<file path="src/rtl/player_sprite_renderer.sv">
// Player sprite renderer: maps the raster position onto a sprite ROM address, registers the texel,
// drops transparent texels, latches position/mirror per frame and blinks the sprite after a hit.
module player_sprite_renderer #(
  parameter int unsigned              ADDRESS      = 10,
  parameter int unsigned              COLOR_BITS   = 24,
  parameter int unsigned              H_ACTIVE     = 640,
  parameter int unsigned              V_ACTIVE     = 480,
  parameter logic [COLOR_BITS-1:0]    TRANSPARENT  = '0,
  parameter int unsigned              BLINK_FRAMES = 48
) (
  input  logic                  i_clk,
  input  logic                  i_rst_n,
  input  logic [10:0]           i_hcount,
  input  logic [10:0]           i_vcount,
  input  logic                  i_video_on,
  input  logic [10:0]           i_pos_x,
  input  logic [10:0]           i_pos_y,
  input  logic                  i_mirror,
  input  logic                  i_hit,
  output logic [ADDRESS-1:0]    o_rom_addr,
  input  logic [COLOR_BITS-1:0] i_rom_data,
  output logic                  o_sprite_on,
  output logic [COLOR_BITS-1:0] o_sprite_rgb,
  output logic                  o_blinking
);

  localparam int unsigned HALF = ADDRESS / 2;
  localparam int unsigned SIDE = 1 << HALF;
  localparam int unsigned CW   = $clog2(BLINK_FRAMES + 1);

  localparam logic [CW-1:0] BLINK_LOAD = CW'(BLINK_FRAMES);

  localparam logic [0:0] ST_IDLE  = 1'b0;
  localparam logic [0:0] ST_BLINK = 1'b1;

  // Frame-synchronous state
  logic [10:0]           r_lx;
  logic [10:0]           r_ly;
  logic                  r_mirror;
  logic [0:0]            r_state;
  logic [CW-1:0]         r_cnt;

  // Pipeline state
  logic [ADDRESS-1:0]    r_rom_addr;
  logic                  r_in_box;
  logic                  r_visible;
  logic                  r_sprite_on;
  logic [COLOR_BITS-1:0] r_sprite_rgb;

  logic                  w_frame_tick;
  logic [0:0]            w_state_nxt;
  logic [CW-1:0]         w_cnt_nxt;
  logic                  w_visible;
  logic                  w_on_screen;
  logic                  w_in_x;
  logic                  w_in_y;
  logic                  w_in_box;
  logic [HALF-1:0]       w_lcol;
  logic [HALF-1:0]       w_lrow;
  logic [HALF-1:0]       w_col;
  logic                  w_opaque;

  assign w_frame_tick = (i_hcount == 11'd0) && (i_vcount == 11'(V_ACTIVE));

  always_ff @(posedge i_clk) begin
    if (!i_rst_n) begin
      r_lx     <= '0;
      r_ly     <= '0;
      r_mirror <= 1'b0;
    end else if (w_frame_tick) begin
      r_lx     <= i_pos_x;
      r_ly     <= i_pos_y;
      r_mirror <= i_mirror;
    end
  end

  // A hit reloads the counter even on a frame tick, so the reload is never decremented away.
  always_comb begin
    w_state_nxt = r_state;
    w_cnt_nxt   = r_cnt;
    if (i_hit) begin
      w_state_nxt = ST_BLINK;
      w_cnt_nxt   = BLINK_LOAD;
    end else if (w_frame_tick && (r_state == ST_BLINK)) begin
      if (r_cnt == CW'(1)) begin
        w_state_nxt = ST_IDLE;
        w_cnt_nxt   = '0;
      end else begin
        w_cnt_nxt   = r_cnt - CW'(1);
      end
    end
  end

  always_ff @(posedge i_clk) begin
    if (!i_rst_n) begin
      r_state <= ST_IDLE;
      r_cnt   <= '0;
    end else begin
      r_state <= w_state_nxt;
      r_cnt   <= w_cnt_nxt;
    end
  end

  // Counter is zero in idle, so this also yields an always-visible idle sprite.
  assign w_visible = ~r_cnt[2];

  // Box compares are done one bit wider so a box near the 11-bit limit never wraps.
  assign w_on_screen = i_video_on && (i_hcount < 11'(H_ACTIVE)) && (i_vcount < 11'(V_ACTIVE));
  assign w_in_x      = ({1'b0, i_hcount} >= {1'b0, r_lx}) &&
                       ({1'b0, i_hcount} <  ({1'b0, r_lx} + 12'(SIDE)));
  assign w_in_y      = ({1'b0, i_vcount} >= {1'b0, r_ly}) &&
                       ({1'b0, i_vcount} <  ({1'b0, r_ly} + 12'(SIDE)));
  assign w_in_box    = w_on_screen && w_in_x && w_in_y;

  assign w_lcol = HALF'(i_hcount - r_lx);
  assign w_lrow = HALF'(i_vcount - r_ly);
  assign w_col  = r_mirror ? ~w_lcol : w_lcol;

  always_ff @(posedge i_clk) begin
    if (!i_rst_n) begin
      r_rom_addr <= '0;
      r_in_box   <= 1'b0;
      r_visible  <= 1'b0;
    end else begin
      if (w_in_box) begin
        r_rom_addr <= {w_lrow, w_col};
      end
      r_in_box  <= w_in_box;
      r_visible <= w_visible;
    end
  end

  assign w_opaque = r_in_box && r_visible && (i_rom_data != TRANSPARENT);

  always_ff @(posedge i_clk) begin
    if (!i_rst_n) begin
      r_sprite_on  <= 1'b0;
      r_sprite_rgb <= '0;
    end else begin
      r_sprite_on  <= w_opaque;
      r_sprite_rgb <= w_opaque ? i_rom_data : '0;
    end
  end

  assign o_rom_addr   = r_rom_addr;
  assign o_sprite_on  = r_sprite_on;
  assign o_sprite_rgb = r_sprite_rgb;
  assign o_blinking   = (r_state == ST_BLINK);

endmodule

</file>
<file path="config.mk">
export PLATFORM = sky130hd
export DESIGN_NAME = player_sprite_renderer
export DESIGN_NICKNAME = d
export VERILOG_FILES = /design/src/rtl/player_sprite_renderer.sv
export SDC_FILE = /design/constraint.sdc
export NUM_CORES = 1
export LEC_CHECK = 0
export CAP_MARGIN = 0
export CORE_MARGIN = 2
export CORE_UTILIZATION = 30
export DETAILED_ROUTE_END_ITERATION = 8
export SYNTH_ARGS = -nofsm -noshare
export SYNTH_HDL_FRONTEND = slang
export SYNTH_SLANG_ARGS = --single-unit
</file>
<file path="constraint.sdc">
create_clock -name i_clk -period 2.7 [get_ports i_clk]
set_input_delay 0.81 -clock i_clk [delete_from_list [all_inputs] [get_ports i_clk]]
set_output_delay 0.81 -clock i_clk [all_outputs]
set_load 0.005 [all_outputs]
</file>
## After elaboration in Yosys (flattened, before gate mapping)

Index checks and enable logic that the tools add are counted.
W data, S select, Z words.

| word-level totals | value |
|---|---|
| output and inout port bits | 36 |
| logic and storage cells | 51 |
| register bits after elaboration | 67 |
| bits of input ports | 73 |

| cells by class | value |
|---|---|
| reductions and logical operators | 17 |
| add/subtract/negate cells | 5 |
| equal/unequal tests | 2 |
| multiplexer cells | 7 |
| bitwise operators | 3 |
| magnitude comparators | 6 |

Operator list:

| kind | count |
|---|---|
| $add A11 B6 Y12 const B | 2 |
| $lt A11 B12 Y1 | 2 |
| $reduce_bool A24 Y1 | 1 |
| $ge A11 B11 Y1 | 2 |
| $mux W6 | 3 |
| $eq A11 B9 Y1 const B | 1 |
| $logic_not A11 Y1 | 1 |
| $lt A11 B10 Y1 const B | 1 |
| $lt A11 B9 Y1 const B | 1 |
| $logic_and A1 B1 Y1 | 10 |
| $sub A5 B5 Y5 | 2 |
| $eq A6 B1 Y1 const B | 1 |
| $sub A6 B1 Y6 const B | 1 |
| $mux W5 | 1 |
| $not A5 Y5 | 1 |
| $reduce_and A2 Y1 | 2 |
| $reduce_bool A2 Y1 | 2 |
| $mux W1 | 3 |
| $not A1 Y1 | 2 |
| $reduce_or A2 Y1 | 1 |

## Depth between registers and ports, before layout

| logic depth | value |
|---|---|
| depth after elaboration | 5 |
| mapped depth | 10 |

## Least setup slack after synthesis

Ideal clock, no wire load.

| path | value |
|---|---|
| path kind | input-to-reg |
| start | input port i_hcount[6] |
| end | register r_rom_addr[9] (netlist: o_rom_addr[9]) |
| library setup time | 0.121 ns |
| path buffers | 0 |
| stages on the path | 7 |
| path slack | 0.059 ns |
| arrival time | 2.520 ns |
| cells stage by stage | ha_1 a21oi_1 nor2b_1 a2111oi_0 a21oi_1 or4_4 mux2_2 |

| on the way | value |
|---|---|
| cells in the longest elaborated chain, start to end | 5 |
| elaborated cells on any way between the ends | 8 |
| those cells by class | order compare: 3; reduce/logical: 5 |

RTL lines:

| item | RTL line | RTL |
|---|---|---|
| start: declaration | 13 | `input logic [10:0] i_hcount,` |
| $lt A11 B10 Y1 | 108 | `assign w_on_screen = i_video_on && (i_hcount < 11'(H_ACTIVE)) && (i_vcount < 11'(V_ACTIVE));` |
| $logic_and A1 B1 Y1 (2 in a row) | 108 |  |
| $logic_and A1 B1 Y1 (*) (2 in a row) | 113 | `assign w_in_box = w_on_screen && w_in_x && w_in_y;` |
| end signal: assignment | 126 | `r_rom_addr <= {w_lrow, w_col};` |
| end: declaration | 44 | `logic [ADDRESS-1:0] r_rom_addr;` |

Every way passes the cells marked *; elsewhere a longest branch is shown, timed or not.
A chain may end at the register's enable or synchronous reset.

## Final worst setup path

| path | value |
|---|---|
| start | input port i_hcount[3] |
| end | register r_rom_addr[9] (netlist: o_rom_addr[9]) |

Same word-level chain as after synthesis.

==> flow_summary.yaml <==
logic_synthesis:
  synth_area_per_cell_um2: 8.509
  ys_top_cells_by_area: "dfxtp_1 37%, ha_1 13%, nand2_1 7.3%"
  ys_ff_latch: 67
  ys_warn_count: 0
  synth.distinct_cells: 42
  synth_nets: 535
  synth_top_area_share_pct: 37.35
  yosys.area.top_type: "dfxtp_1"
  async_flop_share_pct: 0
  yosysSeqAreaShare_pct: 37.35
  netlist_area_um2: 3591
  syn_inst: 422
  synth_edf_count: 0
  yosys_most_used_dff: "dfxtp_1"
global_route:
  grt_max_degree: 26
  antenna_found_initial: 1
  grt_pass1_vias: 3390
  grt_pass1_wl_um: 16280
  grt_usage_pct: 15.85
  gr-total-overflow: 0
critical_path:
  required_ns: 2.92
  path_class: "primary input to register"
  endpoint_kind: "register"
  crit_buf_inv: 1
  critPathMaxStageDelay_ns: 0.57
  cp_max_fo: 3
  reg2reg_setup_slack_ns: 0.10
  crit_chain: "dlygate4sd2_1 > ha_2 > or2_2 > o211a_1 > o21ai_2 > a21oi_2 > or4_4 > mux2_2"
  critPathSlowestCell: "or4_4"
  cp-start-kind: "primary input"
  crit_family: "simple AND/OR/NAND/NOR gates"
  cp.arrival_ns: 2.85
clocking:
  cts_root_buffer: "clkbuf_16"
  cts_hold_buf: 0
  cts-htree-levels: 3
  cts_buffers: 9
  clk_pin_slew_worst_paths_ns: 0.06
  cts_tree: "done"
  cts.sinks: 67
  clock_latency_ns: 0.33
  cts_buffer_depth: 2
die:
  core-area_um2: 11560
  fp.dieH_um: 113.4
  num_io_pins: 109
  die_area_um2: 12860
  die_w_um: 113.4
  start_util_pct: 31.05
  rows: 39
drt:
  drtPass1Iterations: 4
  drc_errors: 0
  drt_iter0_drc: 147
  wire_per_inst_um: 14.14
  routed_wl_um: 10250
  ant_nets: 0
  route.vias.total: 3361
  vias_per_cell: 4.636
timing:
  finalCritPeriodShare_pct: 97.55
  relSlewSlack_pct: 74.84
  period_needed_ns: 2.634
  tightest_slew_ns: 0.3739
  fin_skew_ns: 0.006488
  setup_violations: 0
  hold_viol: 0
  holdWs_ns: 0.4500
  clock.fmax_mhz: 379.7
  setup_slack_ns: 0.06611
  drv_slew: 0
  tns_ns: 0
pwr:
  clockPowerShare_pct: 49.9
  p_seq_share_pct: 38.2
  p_int_uw: 2042
  p_leak_uw: 0.002325
  combPwrFrac_pct: 11.9
  powerDensity_nw_per_um2: 452.4
  ir_worst_vdd_mv: 0.2534
  swShare_pct: 21.69
  p_sw_uw: 565.5
place:
  numPortBuffers: 108
  placed_cell_area_um2: 5155
  gp_congestion: 0.8335
  place_ws_ns: -0.6495
  hpwl_um: 7970
job:
  maxCapViolCount: 0
layout:
  post-route-util_pct: 49.83
  design_area_um2: 5763
  synthToLayoutAreaGrowth_pct: 60.49
  final_common_cell: "clkdlybuf4s50_1"
  drive_gt1_share_pct: 18.24
  layout_common_cells: "90 x clkdlybuf4s50_1, 70 x nand2_1, 66 x dfxtp_1, 46 x buf_4, 38 x a21oi_1"
  layout.nets: 689
min_path:
  min_path_type: "register to register"
status:
  status: "finished, final reports clean"
[cells in the mapped netlist, drive strengths merged (3+ instances only)]
master / count
and2: 25
mux2i: 10
nand3: 16
xor2: 4
o21ai: 8
xnor2: 16
nand4: 5
nor2b: 5
nor4: 6
or4: 6
and3: 4
a21oi: 40
nor2: 15
clkbuf: 12
nand2b: 6
nor3: 3
a211oi: 3
inv: 33
nand2: 70
ha: 38
dfxtp: 67
a21o: 6
[logic make-up (layout without fill, tap and decap cells)]
| family | count (synthesis) | count (layout) | synth area share (%) |
|---|---|---|---|
| buffers and inverters | 47 | 206 | 5.157 |
| and+or+nand+nor | 166 | 166 | 23.17 |
| adders and majority gates | 40 | 40 | 14.36 |
| AOI/OAI and AO/OA | 70 | 70 | 11.67 |
| muxes | 12 | 12 | 3.415 |
| DFF | 67 | 67 | 37.35 |
| xor gates and xnor gates | 20 | 20 | 4.878 |
| other | 0 | 1 | 0 |
[routing by layer]
metal	routed length [um]	global-route usage, %	share of wire (%)
met5	0	0	0
met4	147	5.528	1.4
met3	395	3.241	3.9
met2	4945	26.11	48
met1	4760	20.72	46
[metrics by stage]
step	cells	power [uW]
3_3_place_gp	706	1299
6_report	725	2607
2_1_floorplan	422	1118
3_5_place_dp	706	1303
5_1_grt	725	2724
4_1_cts	722	2637
[power groups by stage]
| stage | Clock, uW | Combinational (uW) | Sequential, uW |
|---|---|---|---|
| floorplan | 0 | 101 | 1020 |
| global placement | 0 | 281 | 1020 |
| detailed placement | 0 | 285 | 1020 |
| CTS | 1340 | 304 | 996 |
| global route | 1390 | 340 | 996 |
| finish | 1300 | 311 | 996 |
[layout make-up]
type / count / area (um^2)
Tap cell: 143 / 178.9
Sequential cell: 67 / 1343
Fill cell: 1087 / 5802
Clock inverter: 5 / 83.83
Clock buffer: 11 / 252.7
Multi-Input combinational cell: 308 / 2295
Timing Repair Buffer: 157 / 1484
Antenna cell: 1 / 2.502
Inverter: 33 / 123.9
[final timing paths]
path	from	to	depth (start not counted)
hold reg to reg	r_ly[4]	r_ly[4]	2
setup / recovery	i_hcount[3]	o_rom_addr[9]	8
hold / removal	r_ly[4]	r_ly[4]	2
setup reg to reg	r_lx[5]	o_rom_addr[9]	8
[flip-flops by register name, summed over array words and instances, names as in the netlist]
signal	cells
o_sprite_rgb	24
r_lx	11
r_ly	11
o_rom_addr	10
r_cnt	6
o_blinking	1
o_sprite_on	1
r_in_box	1
r_mirror	1
r_visible	1
[what timing repair did]
action | CTS | global route
setup buffers | 0 | 2
pin swaps | 11 | 7
gates resized for setup | 42 | 22
endpoints found under the setup margin | 17 | 16
[worst min-delay path, stage by stage, from the launching register on]
cell,delay (ns)
dfxtp_1,0.30
nand2_1,0.05
a21oi_1,0.05
No activity file was read; power rests on OpenSTA's default activity.
==> RTL edit 1 (same settings) <==
The parameter `COLOR_BITS` goes from 24 to 36.
--- a/src/rtl/player_sprite_renderer.sv
+++ b/src/rtl/player_sprite_renderer.sv
@@ -2,7 +2,7 @@
 // drops transparent texels, latches position/mirror per frame and blinks the sprite after a hit.
 module player_sprite_renderer #(
   parameter int unsigned              ADDRESS      = 10,
-  parameter int unsigned              COLOR_BITS   = 24,
+  parameter int unsigned              COLOR_BITS   = 36,
   parameter int unsigned              H_ACTIVE     = 640,
   parameter int unsigned              V_ACTIVE     = 480,
   parameter logic [COLOR_BITS-1:0]    TRANSPARENT  = '0,
Interface: changed (resized i_rom_data and o_sprite_rgb); port bits go from 109 to 133. No check against the original RTL was run, so the function may have changed too.
==> RTL edit 1 against the unedited design <==
Routed wire length up 11%; largest cell class unchanged; synthesized area up 9.5%; sequential cell count up 12; via count up 12%; design area up 10%; clock power down 4%; worst setup slack worse by 7.6 ps; final cell count up 11%; critical path type unchanged; total power up 5.5%.
==> RTL edit 1: results <==
status:
  status: "finished, final reports clean"
clock_network:
  cts_buffer_depth: 2
  clock_tree.root_cell: "clkbuf_16"
  cts-htree-levels: 3
  clkTransAtPathRegs_ps: 60
yosys:
  synthTopCellsByCount: "79 x dfxtp_1, 72 x nand2_1, 43 x a21oi_1"
  yosys_warnings: 0
  synthFlopType: "dfxtp_1"
  synth_nets: 579
  yosysUniqueCellTypes: 42
  synth_area_leaders: "dfxtp_1 40%, ha_1 12%, nand2_1 6.9%"
  ys_seq_area_share_pct: 40.2
final_layout:
  largest_reg_flops: 36
  fin_nets: 752
  diodes: 0
  nFillCells: 1271
  drive_gt1_share_pct: 15.2
critical_path:
  path_delay_family: "simple AND/OR/NAND/NOR gates"
  ff2ff_path_depth: 8
  arrival_ps: 2870
  max_stage_delay_ps: 530
pwr:
  cellLeakagePower_uw: 0.00249
  vdd.ir_drop.worst_mv: 0.265
grt:
  grt_pass1_vias: 3764
  antenna_found_initial: 0
  grtUsageTotal_pct: 16.3
  grt_max_degree: 37
  grt_pass1_wl_um: 18300
detailed_routing:
  routed_wl_um: 11400
  vias_per_cell: 4.67
  first_iter_violations: 113
  drtPass1Iterations: 4
sta:
  tightest_slew_ps: 546
  skew_ps: 5.97
place:
  gp_congestion: 0.796
  hpwl_um: 8880
  port_buffers: 132
## RTL edit 1: cell types whose count changed in the layout (fill, tap and decap cells not counted), moves of 3 or more
cell / change
ha_2: -4
buf_4: -5
ha_4: +4
and2_1: +12
a21oi_1: +3
and3_1: -3
clkdlybuf4s50_1: +25
nor4_1: +3
or4_4: -3
dfxtp_1: +13
## RTL edit 1: timing repair
action,CTS,global route
resized for setup,36,28
setup buffers,3,0
pin swaps,15,11
setup endpoints to repair,14,22
## RTL edit 1: metal layers
metal  GRT usage, %  up-vias  share of wire (%)
met2           28.3      128                 49
li1               -     1878                  -
met1           18.7     1726                 42
met3           4.97       18                6.9
met5              0        -                  0
met4           6.62        0                1.8
## RTL edit 1: worst reg2reg max path, delay by kind of cell (launching register included)
kind,cells,cell delay (ps)
compound gates,2,470
flops,1,310
mux,1,310
simple gates,2,780
xor+xnor,1,180
fa+ha+maj,2,450
## RTL edit 1: final cells by class
| type | count | area share (%) |
|---|---|---|
| Multi-Input combinational cell | 327 | 38.4 |
| Timing Repair Buffer | 177 | 26.6 |
| Sequential cell | 79 | 24.8 |
| Clock buffer | 11 | 3.97 |
| Tap cell | 172 | 3.38 |
| Inverter | 33 | 1.95 |
| Clock inverter | 4 | 0.845 |
## RTL edit 1: final timing paths
kind | startpoint | end | slack [ps]
worst max register to register | r_lx[5] | o_rom_addr[9] | 90
worst min-delay path | r_lx[3] | r_lx[3] | 460
worst min register to register | r_lx[3] | r_lx[3] | 460
worst max-delay path | i_vcount[3] | o_rom_addr[9] | 60
## RTL edit 1: report_power, final
| part | switching, uW | leakage, uW | internal [uW] | total (uW) |
|---|---|---|---|---|
| logic | 130 | 0.00170 | 199 | 329 |
| registers | 3.44 | 0.000637 | 1170 | 1170 |
| clock network | 485 | 0.000144 | 764 | 1250 |
| total | 618 | 0.00249 | 2130 | 2750 |
## RTL edit 1: through the flow
step	total power, uW	cells	area, um2	setup WS, ps
2_1_floorplan	1300	454	3930	58.9
3_3_place_gp	1500	785	5730	-598
3_5_place_dp	1500	785	5730	-660
4_1_cts	2770	803	6190	-8.55
5_1_grt	2870	803	6370	6.03
6_report	2750	803	6370	58.5
## RTL edit 1: logic make-up after synthesis
family | Yosys count | share of synthesized area, %
AOI/OAI and AO/OA | 69 | 10.3
muxes | 12 | 3.12
DFF | 79 | 40.2
adders and majority gates | 40 | 13.1
buffers and inverters | 48 | 4.80
xor gates and xnor gates | 20 | 4.45
and+or+nand+nor | 186 | 24.0
==> RTL edit 2 (config.mk and constraints unchanged) <==
Without the edit above. Add an input register stage for `i_vcount`, without a reset; this delays it by one clock. The other inputs are not delayed to match.
--- a/src/rtl/player_sprite_renderer.sv
+++ b/src/rtl/player_sprite_renderer.sv
@@ -33,6 +33,12 @@
   localparam logic [0:0] ST_IDLE  = 1'b0;
   localparam logic [0:0] ST_BLINK = 1'b1;
 
+  logic [10:0] i_vcount_q;
+
+  always_ff @(posedge i_clk) begin
+    i_vcount_q <= i_vcount;
+  end
+
   // Frame-synchronous state
   logic [10:0]           r_lx;
   logic [10:0]           r_ly;
@@ -60,7 +66,7 @@
   logic [HALF-1:0]       w_col;
   logic                  w_opaque;
 
-  assign w_frame_tick = (i_hcount == 11'd0) && (i_vcount == 11'(V_ACTIVE));
+  assign w_frame_tick = (i_hcount == 11'd0) && (i_vcount_q == 11'(V_ACTIVE));
 
   always_ff @(posedge i_clk) begin
     if (!i_rst_n) begin
@@ -105,15 +111,15 @@
   assign w_visible = ~r_cnt[2];
 
   // Box compares are done one bit wider so a box near the 11-bit limit never wraps.
-  assign w_on_screen = i_video_on && (i_hcount < 11'(H_ACTIVE)) && (i_vcount < 11'(V_ACTIVE));
+  assign w_on_screen = i_video_on && (i_hcount < 11'(H_ACTIVE)) && (i_vcount_q < 11'(V_ACTIVE));
   assign w_in_x      = ({1'b0, i_hcount} >= {1'b0, r_lx}) &&
                        ({1'b0, i_hcount} <  ({1'b0, r_lx} + 12'(SIDE)));
-  assign w_in_y      = ({1'b0, i_vcount} >= {1'b0, r_ly}) &&
-                       ({1'b0, i_vcount} <  ({1'b0, r_ly} + 12'(SIDE)));
+  assign w_in_y      = ({1'b0, i_vcount_q} >= {1'b0, r_ly}) &&
+                       ({1'b0, i_vcount_q} <  ({1'b0, r_ly} + 12'(SIDE)));
   assign w_in_box    = w_on_screen && w_in_x && w_in_y;
 
   assign w_lcol = HALF'(i_hcount - r_lx);
-  assign w_lrow = HALF'(i_vcount - r_ly);
+  assign w_lrow = HALF'(i_vcount_q - r_ly);
   assign w_col  = r_mirror ? ~w_lcol : w_lcol;
 
   always_ff @(posedge i_clk) begin
Behaviour: not the same (a bounded check fails within 4 cycles, from zero or initial values and one cycle with i_rst_n low).
==> RTL edit 2 against the unedited design <==
Synthesized area up 6.4%; critical path depth down 1; total power up 3.3%; routed wire length about the same; clock power down 4%; worst setup slack better by 3.5 ps; core utilization down 3.2 points; sequential cell count up 11; final cell count up 4.1%; via count up 2.6%; design area up 1.3%; clock skew up 2.0 ps; die area up 6.2%; critical endpoint unchanged.
==> RTL edit 2: results <==
grt:
  grtUsageTotal_pct: 15.1
  antenna_found_initial: 0
  grt_pass1_wl_um: 16000
  grt_max_degree: 24
  grt_pass1_vias: 3436
pwr:
  vdd.ir_drop.worst_mv: 0.305
  cellLeakagePower_uw: 0.00226
place:
  gp_congestion: 0.899
  placed_area_um2: 5270
  place_ws_ps: -535
  hpwl_um: 7770
detailed_routing:
  routed_wl_um: 10200
  first_iter_violations: 246
critical_path:
  ff2ff_path_depth: 9
  arrival_ps: 2870
  regToRegStartpoint: "r_lx[9]"
  critPathLaunch: "i_hcount[6]"
  cp_max_fo: 4
final_layout:
  final_util_pct: 46.6
  drive_gt1_share_pct: 15.4
  nFillCells: 1240
  fin_nets: 691
  diodes: 0
sta:
  skew_ps: 8.53
  relSlewSlack_pct: 56.3
  setup_ws_ps: 69.7
yosys:
  synth_area_leaders: "dfxtp_1 41%, ha_1 12%, nand2_1 6.8%"
  synth_nets: 547
  yosysUniqueCellTypes: 41
  ys_seq_area_share_pct: 40.9
  synthTopCellsByCount: "78 x dfxtp_1, 69 x nand2_1, 38 x ha_1"
status:
  status: "finished, final reports clean"
-- RTL edit 2: logic make-up after synthesis --
family          Yosys count  share of synthesized area [%]
compound gates           69                           11.3
xor+xnor                 20                           4.58
fa+ha+maj                40                           13.5
buf+inv                  49                           5.01
flops                    78                           40.9
mux                      11                           2.91
simple gates            167                           21.8
-- RTL edit 2: critical path: cells and delay by family --
family,cells,cell delay (ps)
and+or+nand+nor,1,570
buffers and inverters,1,270
muxes,1,290
AOI/OAI and AO/OA,3,600
adders and majority gates,1,320
-- RTL edit 2: area by class of cell --
class                      instances  share of cell area [%]
sequential                        78                    26.9
clock inverter                     6                    1.18
tap                              172                    3.69
clock buffer                      10                    4.09
inverter                          34                    2.19
multi-input combinational        307                    38.0
timing repair buffer             148                    23.9
-- RTL edit 2: layer usage --
metal | track usage [%] | share of wire [%]
met1 | 18.1 | 44
met2 | 25.7 | 49
met3 | 2.63 | 3.8
met4 | 8.71 | 2.7
met5 | 0 | 0
-- RTL edit 2: worst min-delay path by stage --
stage,from,end,cells past startpoint
global placement,r_lx[4],r_lx[4],2
CTS,r_lx[2],r_lx[2],2
global route,r_lx[4],r_lx[4],2
floorplan,r_cnt[2],r_visible,1
detailed placement,r_ly[4],r_ly[4],2
finish,r_lx[4],r_lx[4],2
-- RTL edit 2: through the flow --
step	setup TNS, ps	hold WS (ps)	std cells
finish	0	453	755
global route	-16.3	471	755
CTS	0	453	750
detailed placement	-10280	444	726
global placement	-12140	440	726
floorplan	0	425	434
-- RTL edit 2: report_power, final --
part	internal [uW]	switching [uW]
clock network	745	500
logic	163	108
registers	1160	13.2
total	2070	622
-- RTL edit 2: what timing repair did --
item / 4_1_cts / 5_1_grt
pin swaps: 11 / 17
cloned: 1 / 0
setup endpoints to repair: 12 / 12
resized for setup: 19 / 26
setup buffers: 7 / 5
